File: src/rtl/i2s_dac_bridge.sv
`timescale 1ns/1ps
// Oversampled I2S / left-justified stereo capture on mck_i, feeding an SPI
// serializer for a dual DAC; sends a configuration frame once after reset.
module i2s_dac_bridge #(
    parameter int                      DATA_W    = 24,
    parameter int                      CMD_W     = 8,
    parameter logic [CMD_W-1:0]        CMD_L     = 8'h08,
    parameter logic [CMD_W-1:0]        CMD_R     = 8'h09,
    parameter logic [CMD_W+DATA_W-1:0] INIT_WORD = 32'h06FFFFFF,
    parameter int                      SCLK_DIV  = 2,
    parameter int                      SYNC_HI   = 4
) (
    input  logic mck_i,
    input  logic rst_i,
    input  logic bck_i,
    input  logic lrck_i,
    input  logic data_i,
    input  logic fmt_i,
    input  logic offset_bin_i,
    output logic sclk_o,
    output logic sync_o,
    output logic sdo_o,
    output logic busy_o,
    output logic overrun_o
);

    localparam int FW    = CMD_W + DATA_W;
    localparam int CNT_W = $clog2(DATA_W + 1);
    localparam int TXB_W = $clog2(FW);
    localparam int DIV_W = (SCLK_DIV > 1) ? $clog2(SCLK_DIV) : 1;
    localparam int GAP_W = (SYNC_HI > 1) ? $clog2(SYNC_HI) : 1;

    typedef enum logic [1:0] {ST_INIT, ST_IDLE, ST_SHIFT, ST_GAP} tx_state_t;

    function automatic logic [DATA_W-1:0] to_offset(input logic [DATA_W-1:0] w, input logic en);
        to_offset = {w[DATA_W-1] ^ en, w[DATA_W-2:0]};
    endfunction

    logic bck_p0, bck_p1, bck_p2;
    logic lrck_p0, lrck_p1;
    logic data_p0, data_p1;

    always_ff @(posedge mck_i or posedge rst_i) begin
        if (rst_i) begin
            bck_p0  <= 1'b0;
            bck_p1  <= 1'b0;
            bck_p2  <= 1'b0;
            lrck_p0 <= 1'b0;
            lrck_p1 <= 1'b0;
            data_p0 <= 1'b0;
            data_p1 <= 1'b0;
        end else begin
            bck_p0  <= bck_i;
            bck_p1  <= bck_p0;
            bck_p2  <= bck_p1;
            lrck_p0 <= lrck_i;
            lrck_p1 <= lrck_p0;
            data_p0 <= data_i;
            data_p1 <= data_p0;
        end
    end

    // Capture stage: bits shift in at the LSB end; a short slot is left-aligned on delivery.
    logic              bck_rise, ch_start;
    logic              lr_prev, slot_act, slot_left, slot_offb;
    logic [CNT_W-1:0]  cap_cnt;
    logic [DATA_W-1:0] cap_sr, cap_next, cap_part;
    logic              wr_vld, wr_left;
    logic [DATA_W-1:0] wr_word;

    assign bck_rise = bck_p1 & ~bck_p2;
    assign ch_start = lrck_p1 ^ lr_prev;
    assign cap_next = {cap_sr[DATA_W-2:0], data_p1};
    assign cap_part = cap_sr << (CNT_W'(DATA_W) - cap_cnt);

    always_ff @(posedge mck_i or posedge rst_i) begin
        if (rst_i) begin
            lr_prev   <= 1'b0;
            slot_act  <= 1'b0;
            slot_left <= 1'b0;
            slot_offb <= 1'b0;
            cap_cnt   <= '0;
            cap_sr    <= '0;
            wr_vld    <= 1'b0;
            wr_left   <= 1'b0;
            wr_word   <= '0;
        end else begin
            wr_vld <= 1'b0;
            if (bck_rise) begin
                lr_prev <= lrck_p1;
                if (ch_start) begin
                    if (slot_act && cap_cnt != '0 && cap_cnt != CNT_W'(DATA_W)) begin
                        wr_vld  <= 1'b1;
                        wr_left <= slot_left;
                        wr_word <= to_offset(cap_part, slot_offb);
                    end
                    slot_act  <= 1'b1;
                    slot_left <= fmt_i ? lrck_p1 : ~lrck_p1;
                    slot_offb <= offset_bin_i;
                    // Left-justified: this rise already carries the MSB.
                    cap_sr    <= fmt_i ? DATA_W'(data_p1) : '0;
                    cap_cnt   <= fmt_i ? CNT_W'(1) : '0;
                end else if (slot_act && cap_cnt != CNT_W'(DATA_W)) begin
                    cap_sr  <= cap_next;
                    cap_cnt <= cap_cnt + 1'b1;
                    if (cap_cnt == CNT_W'(DATA_W - 1)) begin
                        wr_vld  <= 1'b1;
                        wr_left <= slot_left;
                        wr_word <= to_offset(cap_next, slot_offb);
                    end
                end
            end
        end
    end

    // Pending samples and SPI transmit stage.
    tx_state_t         state;
    logic              pend_l, pend_r;
    logic [DATA_W-1:0] smp_l, smp_r;
    logic [FW-2:0]     frame_sr;
    logic [DIV_W-1:0]  div_cnt;
    logic [TXB_W-1:0]  tx_bit;
    logic [GAP_W-1:0]  gap_cnt;
    logic              load_l, load_r, tx_load;
    logic [FW-1:0]     tx_word;

    assign load_l = (state == ST_IDLE) && pend_l;
    assign load_r = (state == ST_IDLE) && !pend_l && pend_r;

    always_comb begin
        tx_load = 1'b0;
        tx_word = INIT_WORD;
        if (state == ST_INIT) begin
            tx_load = 1'b1;
        end else if (load_l) begin
            tx_load = 1'b1;
            tx_word = {CMD_L, smp_l};
        end else if (load_r) begin
            tx_load = 1'b1;
            tx_word = {CMD_R, smp_r};
        end
    end

    always_ff @(posedge mck_i or posedge rst_i) begin
        if (rst_i) begin
            state     <= ST_INIT;
            pend_l    <= 1'b0;
            pend_r    <= 1'b0;
            smp_l     <= '0;
            smp_r     <= '0;
            frame_sr  <= '0;
            div_cnt   <= '0;
            tx_bit    <= '0;
            gap_cnt   <= '0;
            sclk_o    <= 1'b1;
            sync_o    <= 1'b1;
            sdo_o     <= 1'b0;
            busy_o    <= 1'b0;
            overrun_o <= 1'b0;
        end else begin
            overrun_o <= 1'b0;
            if (load_l) pend_l <= 1'b0;
            if (load_r) pend_r <= 1'b0;
            // A word landing on the cycle its channel is loaded is a fresh pend, not an overrun.
            if (wr_vld) begin
                if (wr_left) begin
                    smp_l     <= wr_word;
                    pend_l    <= 1'b1;
                    overrun_o <= pend_l && !load_l;
                end else begin
                    smp_r     <= wr_word;
                    pend_r    <= 1'b1;
                    overrun_o <= pend_r && !load_r;
                end
            end

            if (tx_load) begin
                frame_sr <= tx_word[FW-2:0];
                sdo_o    <= tx_word[FW-1];
                sync_o   <= 1'b0;
                sclk_o   <= 1'b1;
                busy_o   <= 1'b1;
                div_cnt  <= '0;
                tx_bit   <= '0;
                state    <= ST_SHIFT;
            end else begin
                case (state)
                    ST_SHIFT: begin
                        if (div_cnt == DIV_W'(SCLK_DIV - 1)) begin
                            div_cnt <= '0;
                            if (sclk_o) begin
                                sclk_o <= 1'b0;
                            end else if (tx_bit == TXB_W'(FW - 1)) begin
                                sclk_o  <= 1'b1;
                                sync_o  <= 1'b1;
                                sdo_o   <= 1'b0;
                                gap_cnt <= '0;
                                state   <= ST_GAP;
                            end else begin
                                sclk_o   <= 1'b1;
                                tx_bit   <= tx_bit + 1'b1;
                                sdo_o    <= frame_sr[FW-2];
                                frame_sr <= {frame_sr[FW-3:0], 1'b0};
                            end
                        end else begin
                            div_cnt <= div_cnt + 1'b1;
                        end
                    end
                    ST_GAP: begin
                        if (gap_cnt == GAP_W'(SYNC_HI - 1)) begin
                            busy_o <= 1'b0;
                            state  <= ST_IDLE;
                        end else begin
                            gap_cnt <= gap_cnt + 1'b1;
                        end
                    end
                    default: ;
                endcase
            end
        end
    end

endmodule

File: config.mk
export PLATFORM = sky130hd
export DESIGN_NAME = i2s_dac_bridge
export DESIGN_NICKNAME = d
export VERILOG_FILES = /design/src/rtl/i2s_dac_bridge.sv
export SDC_FILE = /design/constraint.sdc
export NUM_CORES = 1
export LEC_CHECK = 0
export ABC_AREA = 1
export CAP_MARGIN = 5
export CORE_UTILIZATION = 63
export CTS_CLUSTER_DIAMETER = 50
export CTS_CLUSTER_SIZE = 10
export DETAILED_ROUTE_END_ITERATION = 7
export HOLD_SLACK_MARGIN = 0.1
export PLACE_DENSITY = 0.8
export REMOVE_ABC_BUFFERS = 1
export SYNTH_ARGS = -nofsm -noshare
export SYNTH_HDL_FRONTEND = slang
export SYNTH_SLANG_ARGS = --single-unit
File: constraint.sdc
create_clock -name mck_i -period 6.24 [get_ports mck_i]
set_clock_uncertainty 0.1 [all_clocks]
set_input_delay 1.248 -clock mck_i [delete_from_list [all_inputs] [get_ports mck_i]]
set_output_delay 1.248 -clock mck_i [all_outputs]
set_load 0.005 [all_outputs]
==> Implementation_results.wiki, run 1 <==
{| class="wikitable"
! Metric !! Value
|-
| Wire per inst || 15.84 µm
|-
| Part of the Yosys area used for sequential elements || 0.5053
|-
| Mapped cell area || 8028 µm²
|-
| Distinct cells, synth || 41
|-
| Gr ovfl total || 0
|-
| Area enclosed by the die boundary || 13200 µm²
|-
| Finished Core Util || 0.7133
|-
| CP Data Required Time || 6450 ps
|-
| Antenna violations before repair || 0
|-
| Reported leakage power || 3.941 nW
|-
| Via total after detailed routing || 6787
|-
| Data arrival time of the worst path || 3980 ps
|-
| Highest net fanout along the worst path || 27
|-
| Count of placed standard cells including taps || 1135
|-
| Number of buffers added for setup after CTS || 0
|-
| Number of H-tree levels || 4
|-
| Number of global-route vias before repair || 6372
|-
| Proportion of layout cells with a drive suffix above 1 || 0.06112
|-
| Sort of element at the end of the critical path || flop
|-
| Number of maximum-capacitance constraint violations || 0
|-
| Count of routing violations after the opening detailed-route iteration || 683
|-
| Number of standard-cell rows in the floorplan || 40
|-
| Clock Sink Count || 162
|-
| Endpoints failing setup || 0
|-
| Warnings, synthesis || 0
|-
| RePlAce Congestion || 0.9697
|-
| Layout Nets || 998
|-
| Hold_buf cts || 0
|-
| Timing-limited maximum frequency || 264.9 MHz
|-
| Mapped Avg Cell Area || 7.996 µm²
|-
| Chip height || 114.9 µm
|-
| Count of TritonRoute iterations in the first routing pass || 7
|-
| Top Ports || 12
|-
| Status || finished, final reports clean
|-
| Post-synthesis sequential element count || 162
|-
| Total negative slack || 0 ps
|-
| Slew of the pin with the lowest slew margin || 1066 ps
|-
| TritonCTS Buffers || 17
|-
| Vias per cell || 5.821
|-
| Final Cycle Share || 0.6050
|-
| Clock tree from TritonCTS || built
|-
| Number of nets with antenna violations after routing || 0
|-
| Critical path startpoint category || flop
|-
| Count of non-filler cells in the finished layout || 1166
|-
| Worst vdd rail ir drop || 315.3 µV
|-
| Post-DP HPWL || 11.84 mm
|-
| CTS clk-pin slew, worst paths || 60 ps
|-
| Post-cts resize count || 0
|-
| Source-to-sink clock delay at the later pin of the worst-skew pair || 420 ps
|-
| Pin count of the biggest net entering global routing || 73
|-
| Critical setup path kind || flop to flop
|-
| # DRC || 0
|-
| Pwr Density || 355.1 nW/µm²
|-
| Number of I/O port buffers || 11
|-
| Fin. Hold Viols || 0
|-
| Fin crit period || 3775 ps
|-
| Horizontal die dimension || 114.9 µm
|-
| Remaining max-slew budget at the tightest pin || 0.2867
|-
| RSZ-0062 raised after global routing || false
|-
| Final-report max-slew violation count || 0
|-
| Worst min-delay path class || flop to flop
|-
| Overall fraction of global-route tracks in use || 0.3023
|-
| Global-route wire length before repair || 30.91 mm
|-
| Clock Tree Root || sky130_fd_sc_hd__clkbuf_16
|-
| Cells after Synth || 1004
|-
| Number of antenna repair diodes || 0
|-
| Routed WL || 18.47 mm
|-
| Buffer levels on the longest clock path || 2
|-
| Area inside the core boundary || 12210 µm²
|-
| Starting Density || 0.6574
|-
| Area growth, synth to finish || 8.510%
|}
[cells by family (layout without fill, tap and decap cells)]
kind of cell | after synthesis | count (layout) | synth area share
adders and majority gates | 5 | 5 | 0.007793
and+or+nand+nor | 402 | 402 | 0.2090
DFF | 162 | 162 | 0.5053
buffers and inverters | 168 | 162 | 0.08494
muxes | 5 | 5 | 0.006235
xor gates and xnor gates | 4 | 4 | 0.004365
AOI/OAI and AO/OA | 258 | 258 | 0.1824
[final timing paths]
path,startpoint,to,slack (ps),cells past startpoint
setup / recovery,cap_cnt[0],wr_word[23],2460,13
hold / removal,bck_p0,bck_p1,250,0
setup reg to reg,cap_cnt[0],wr_word[23],2460,13
hold reg to reg,bck_p0,bck_p1,250,0
max in group asynchronous,rst_i,smp_l[11],3780,3
min in group asynchronous,rst_i,gap_cnt[1],1200,2
[state kept, by name (all words and copies together), names as in the netlist, 2 cells and up]
name	cells
wr_word	24
smp_l	24
tx_bit	5
cap_sr	24
smp_r	24
state	2
gap_cnt	2
frame_sr	31
cap_cnt	5
[critical path, stage by stage, from the launching register on]
cell	delay, ps
sky130_fd_sc_hd__dfrtp_1	350
sky130_fd_sc_hd__clkinv_1	390
sky130_fd_sc_hd__ha_1	910
sky130_fd_sc_hd__clkinv_1	800
sky130_fd_sc_hd__nand3_1	330
sky130_fd_sc_hd__nand3_1	100
sky130_fd_sc_hd__nand2_1	120
sky130_fd_sc_hd__nand2_1	70
sky130_fd_sc_hd__a21oi_1	150
sky130_fd_sc_hd__nand2_1	90
sky130_fd_sc_hd__nand2_1	60
sky130_fd_sc_hd__nand2_1	60
sky130_fd_sc_hd__nand3_1	60
sky130_fd_sc_hd__nand2_1	50
[layout by cell type, fill, tap and decap left out, types with 13 or more instances in the layout]
cell                        Yosys  routed
sky130_fd_sc_hd__inv_1        104     103
sky130_fd_sc_hd__o21ai_1       13      13
sky130_fd_sc_hd__a21oi_1       16      16
sky130_fd_sc_hd__dfrtp_1      160     160
sky130_fd_sc_hd__nor2_1        51      51
sky130_fd_sc_hd__o21ai_0      169     169
sky130_fd_sc_hd__nand2_1      254     254
sky130_fd_sc_hd__o221ai_1      24      24
sky130_fd_sc_hd__nand3_1       77      77
sky130_fd_sc_hd__clkbuf_16      0      17
[metrics by stage]
stage          setup slack [ps]  hold slack [ps]  total power (W)  cell area (µm²)
2_1_floorplan             518.7            231.2         0.001889             7766
3_3_place_gp               2670            232.8         0.002104             8159
3_5_place_dp               2564            234.7         0.002114             8159
4_1_cts                    2553            248.5         0.003084             8711
5_1_grt                    2122            256.5         0.003280             8711
6_report                   2465            247.8         0.003093             8711
[power by group]
group	leakage, nW	internal [W]	switching [W]	total, W
sequential	2.04	0.00120	0.0000763	0.00128
combinational	1.64	0.000256	0.000582	0.000838
clock	0.265	0.000560	0.000414	0.000974
total	3.94	0.00202	0.00107	0.00309
[cells in the mapped netlist]
cell type / instances / share of area
sky130_fd_sc_hd__nand4_1: 1 / 0.00078
sky130_fd_sc_hd__o22ai_1: 8 / 0.0062
sky130_fd_sc_hd__clkinv_1: 2 / 0.00094
sky130_fd_sc_hd__nand3_1: 77 / 0.048
sky130_fd_sc_hd__nor2_1: 51 / 0.024
sky130_fd_sc_hd__o21ai_0: 169 / 0.11
sky130_fd_sc_hd__a21boi_0: 5 / 0.0047
sky130_fd_sc_hd__nand2_2: 4 / 0.0031
sky130_fd_sc_hd__a31oi_1: 1 / 0.00078
sky130_fd_sc_hd__buf_1: 6 / 0.0028
sky130_fd_sc_hd__or2_1: 1 / 0.00078
sky130_fd_sc_hd__xnor2_1: 1 / 0.0011
sky130_fd_sc_hd__inv_1: 104 / 0.049
sky130_fd_sc_hd__o221ai_1: 24 / 0.026
sky130_fd_sc_hd__buf_6: 2 / 0.0028
sky130_fd_sc_hd__nor2_4: 2 / 0.0028
sky130_fd_sc_hd__mux2i_1: 5 / 0.0062
sky130_fd_sc_hd__o31ai_1: 1 / 0.00094
sky130_fd_sc_hd__ha_1: 5 / 0.0078
sky130_fd_sc_hd__o211ai_1: 9 / 0.0084
sky130_fd_sc_hd__and2_1: 1 / 0.00078
sky130_fd_sc_hd__nand2_1: 254 / 0.12
sky130_fd_sc_hd__o41ai_1: 1 / 0.0011
sky130_fd_sc_hd__o21a_1: 3 / 0.0028
sky130_fd_sc_hd__a21oi_1: 16 / 0.010
sky130_fd_sc_hd__inv_2: 6 / 0.0028
sky130_fd_sc_hd__clkbuf_1: 27 / 0.013
sky130_fd_sc_hd__nand3_4: 1 / 0.0022
sky130_fd_sc_hd__dfrtp_1: 160 / 0.50
sky130_fd_sc_hd__o21ai_2: 2 / 0.0022
sky130_fd_sc_hd__nor2_2: 1 / 0.00078
sky130_fd_sc_hd__nor3_1: 3 / 0.0019
sky130_fd_sc_hd__nand3_2: 1 / 0.0012
sky130_fd_sc_hd__nor3b_1: 1 / 0.00094
sky130_fd_sc_hd__buf_2: 17 / 0.011
sky130_fd_sc_hd__a22oi_1: 6 / 0.0056
sky130_fd_sc_hd__xor2_1: 3 / 0.0033
sky130_fd_sc_hd__o21ai_1: 13 / 0.0081
sky130_fd_sc_hd__dfstp_2: 2 / 0.0065
sky130_fd_sc_hd__or2_2: 4 / 0.0031
sky130_fd_sc_hd__buf_4: 4 / 0.0037
[layer usage]
metal / vias up / routed length, µm / global-route usage
li1: 3275 / - / -
met1: 3226 / 8329 / 0.4160
met2: 241 / 8618 / 0.4779
met3: 45 / 1033 / 0.06378
met4: 0 / 484 / 0.1082
met5: - / 0 / 0
[final cells by class]
type / instances / area (µm²)
fill: 1020 / 3501
clock buffer: 24 / 501.7
inverter: 112 / 425.4
timing repair buffer: 19 / 170.2
tap: 168 / 210.2
clock inverter: 7 / 50.05
sequential: 162 / 4056
multi-input combinational: 674 / 3297
Power figures use the tool's default switching activity.
==> inputs of run 2 (changes only) <==
Settings changed: CORE_UTILIZATION 63 to 57, PLACE_DENSITY 0.8 to 0.76.
Clock period 6.24 ns to 3.3 ns, I/O delays scaled along.
==> Implementation_results.wiki, run 2 (synthesis results as in run 1) <==
{| class="wikitable"
! Metric !! Value
|-
| Leading cell type in the layout, fill and taps excluded || sky130_fd_sc_hd__nand2_1
|-
| Number of H-tree levels || 4
|-
| Finished Core Util || 0.6587
|-
| Highest net fanout along the worst path || 37
|-
| Gr ovfl total || 0
|-
| Proportion of layout cells with a drive suffix above 1 || 0.07242
|-
| Top Ports || 12
|-
| Number of buffers added for setup after CTS || 0
|-
| Count of routing violations after the opening detailed-route iteration || 598
|-
| Status || finished, final reports clean
|-
| Source-to-sink clock delay at the later pin of the worst-skew pair || 430 ps
|-
| Overall fraction of global-route tracks in use || 0.2647
|-
| Area inside the core boundary || 13510 µm²
|-
| Vias per cell || 5.619
|-
| Number of maximum-capacitance constraint violations || 0
|-
| Number of standard-cell rows in the floorplan || 42
|-
| Number of I/O port buffers || 11
|-
| Reported leakage power || 4.025 nW
|-
| Pin count of the biggest net entering global routing || 69
|-
| Sort of element at the end of the critical path || flop
|-
| Antenna violations before repair || 0
|-
| Worst-path cell chain || inv_2 -> nor2_4 -> nand3_4 -> nand2_2 -> nor2_4 -> o21ai_2 -> nand2_2 -> o21ai_4 -> buf_12 -> nand2_1 -> o21ai_0
|-
| CP max-delay cell || sky130_fd_sc_hd__o21ai_4
|-
| Clock Sink Count || 162
|-
| Chip height || 120.7 µm
|-
| # DRC || 0
|-
| Post-DP HPWL || 11.70 mm
|-
| Area growth, synth to finish || 10.82%
|-
| Number of global-route vias before repair || 6285
|-
| Via total after detailed routing || 6653
|-
| Data arrival time of the worst path || 2920 ps
|-
| Clock tree from TritonCTS || built
|-
| Hold_buf cts || 0
|-
| Cell count of the worst reg-to-reg path || 11
|-
| Final-report max-slew violation count || 0
|-
| Critical setup path kind || flop to flop
|-
| Crit path setup slack, layout || 620.1 ps
|-
| Number of antenna repair diodes || 0
|-
| Top library cells by usage in the layout, fill and taps aside || 254 x sky130_fd_sc_hd__nand2_1, 169 x sky130_fd_sc_hd__o21ai_0, 160 x sky130_fd_sc_hd__dfrtp_1, 103 x sky130_fd_sc_hd__inv_1, 77 x sky130_fd_sc_hd__nand3_1
|-
| Layout Nets || 1008
|-
| Remaining max-slew budget at the tightest pin || 0.5140
|-
| CP Data Required Time || 3540 ps
|-
| Starting Density || 0.5944
|-
| Slew of the pin with the lowest slew margin || 727.9 ps
|-
| TritonCTS Buffers || 17
|-
| Count of TritonRoute iterations in the first routing pass || 5
|-
| Post-cts resize count || 0
|-
| Worst vdd rail ir drop || 409.9 µV
|-
| Slowest Stage Delay on Critical Path || 540 ps
|-
| Wire per inst || 14.97 µm
|-
| Number of cells traversed by the worst hold path || 0
|-
| RePlAce Congestion || 0.9228
|-
| Endpoints failing setup || 0
|-
| Worst slack, placed || 672.1 ps
|-
| Number of nets with antenna violations after routing || 0
|-
| Global-route wire length before repair || 30.06 mm
|-
| Fin. Hold Viols || 0
|-
| Routed WL || 17.73 mm
|-
| Fillers || 1117
|-
| Register containing the most flip-flops in the final layout || frame_sr
|-
| Critical path startpoint category || flop
|-
| Pwr Density || 687.7 nW/µm²
|-
| CTS clk-pin slew, worst paths || 60 ps
|-
| Clock Tree Root || sky130_fd_sc_hd__clkbuf_16
|-
| Fin crit period || 2680 ps
|-
| Horizontal die dimension || 120.7 µm
|-
| Final Cycle Share || 0.8121
|-
| Timing-limited maximum frequency || 373.1 MHz
|-
| Number of flip-flops under the largest register name || 31
|-
| Area enclosed by the die boundary || 14560 µm²
|-
| Worst min-delay path class || flop to flop
|-
| Buffer levels on the longest clock path || 2
|-
| RSZ-0062 raised after global routing || false
|}
run 2: worst max-delay path: cells and delay by family (launching register included):
family	cells	cell delay (ps)
AO/OA/AOI/OAI	3	740
flip-flops	1	420
AND/OR/NAND/NOR	6	970
buffers and inverters	2	350
run 2: cell type report:
class                           count  area [µm²]  area share
Clock buffer                       21       480.5     0.05401
Clock inverter                     10       146.4     0.01646
Inverter                          112       425.4     0.04782
Multi-Input combinational cell    674        3297      0.3706
Sequential cell                   162        4056      0.4560
Tap cell                          176       220.2     0.02475
Timing Repair Buffer               29       270.3     0.03038
run 2: final timing paths:
path,from,slack (ps),end
min reg2reg,lrck_p0,250,lrck_p1
min,lrck_p0,250,lrck_p1
max,state[0],620,frame_sr[17]
min in group asynchronous,rst_i,610,bck_p2
max in group asynchronous,rst_i,1740,frame_sr[20]
max reg2reg,state[0],620,frame_sr[17]
run 2: routing by layer:
layer | part of all wire | up-vias | track usage
li1 | - | 3293 | -
met1 | 0.46 | 3121 | 0.3657
met2 | 0.46 | 208 | 0.4152
met3 | 0.055 | 31 | 0.05849
met4 | 0.021 | 0 | 0.08796
met5 | 0 | - | 0
run 2: report_power, final:
part	switching [W]	internal, W
combinational	0.00110	0.000523
clock	0.000797	0.00127
sequential	0.000146	0.00228
total	0.00204	0.00407
run 2: stage by stage:
stage	setup TNS, ps	cells	hold WS (ps)	total power (W)	cell area, µm²
2_1_floorplan	-317720	948	231.2	0.003573	7766
3_3_place_gp	0	1153	235.5	0.004021	8269
3_5_place_dp	0	1153	236.3	0.004046	8269
4_1_cts	0	1184	251.0	0.006127	8896
5_1_grt	0	1184	263.0	0.006468	8896
6_report	0	1184	249.9	0.006118	8896
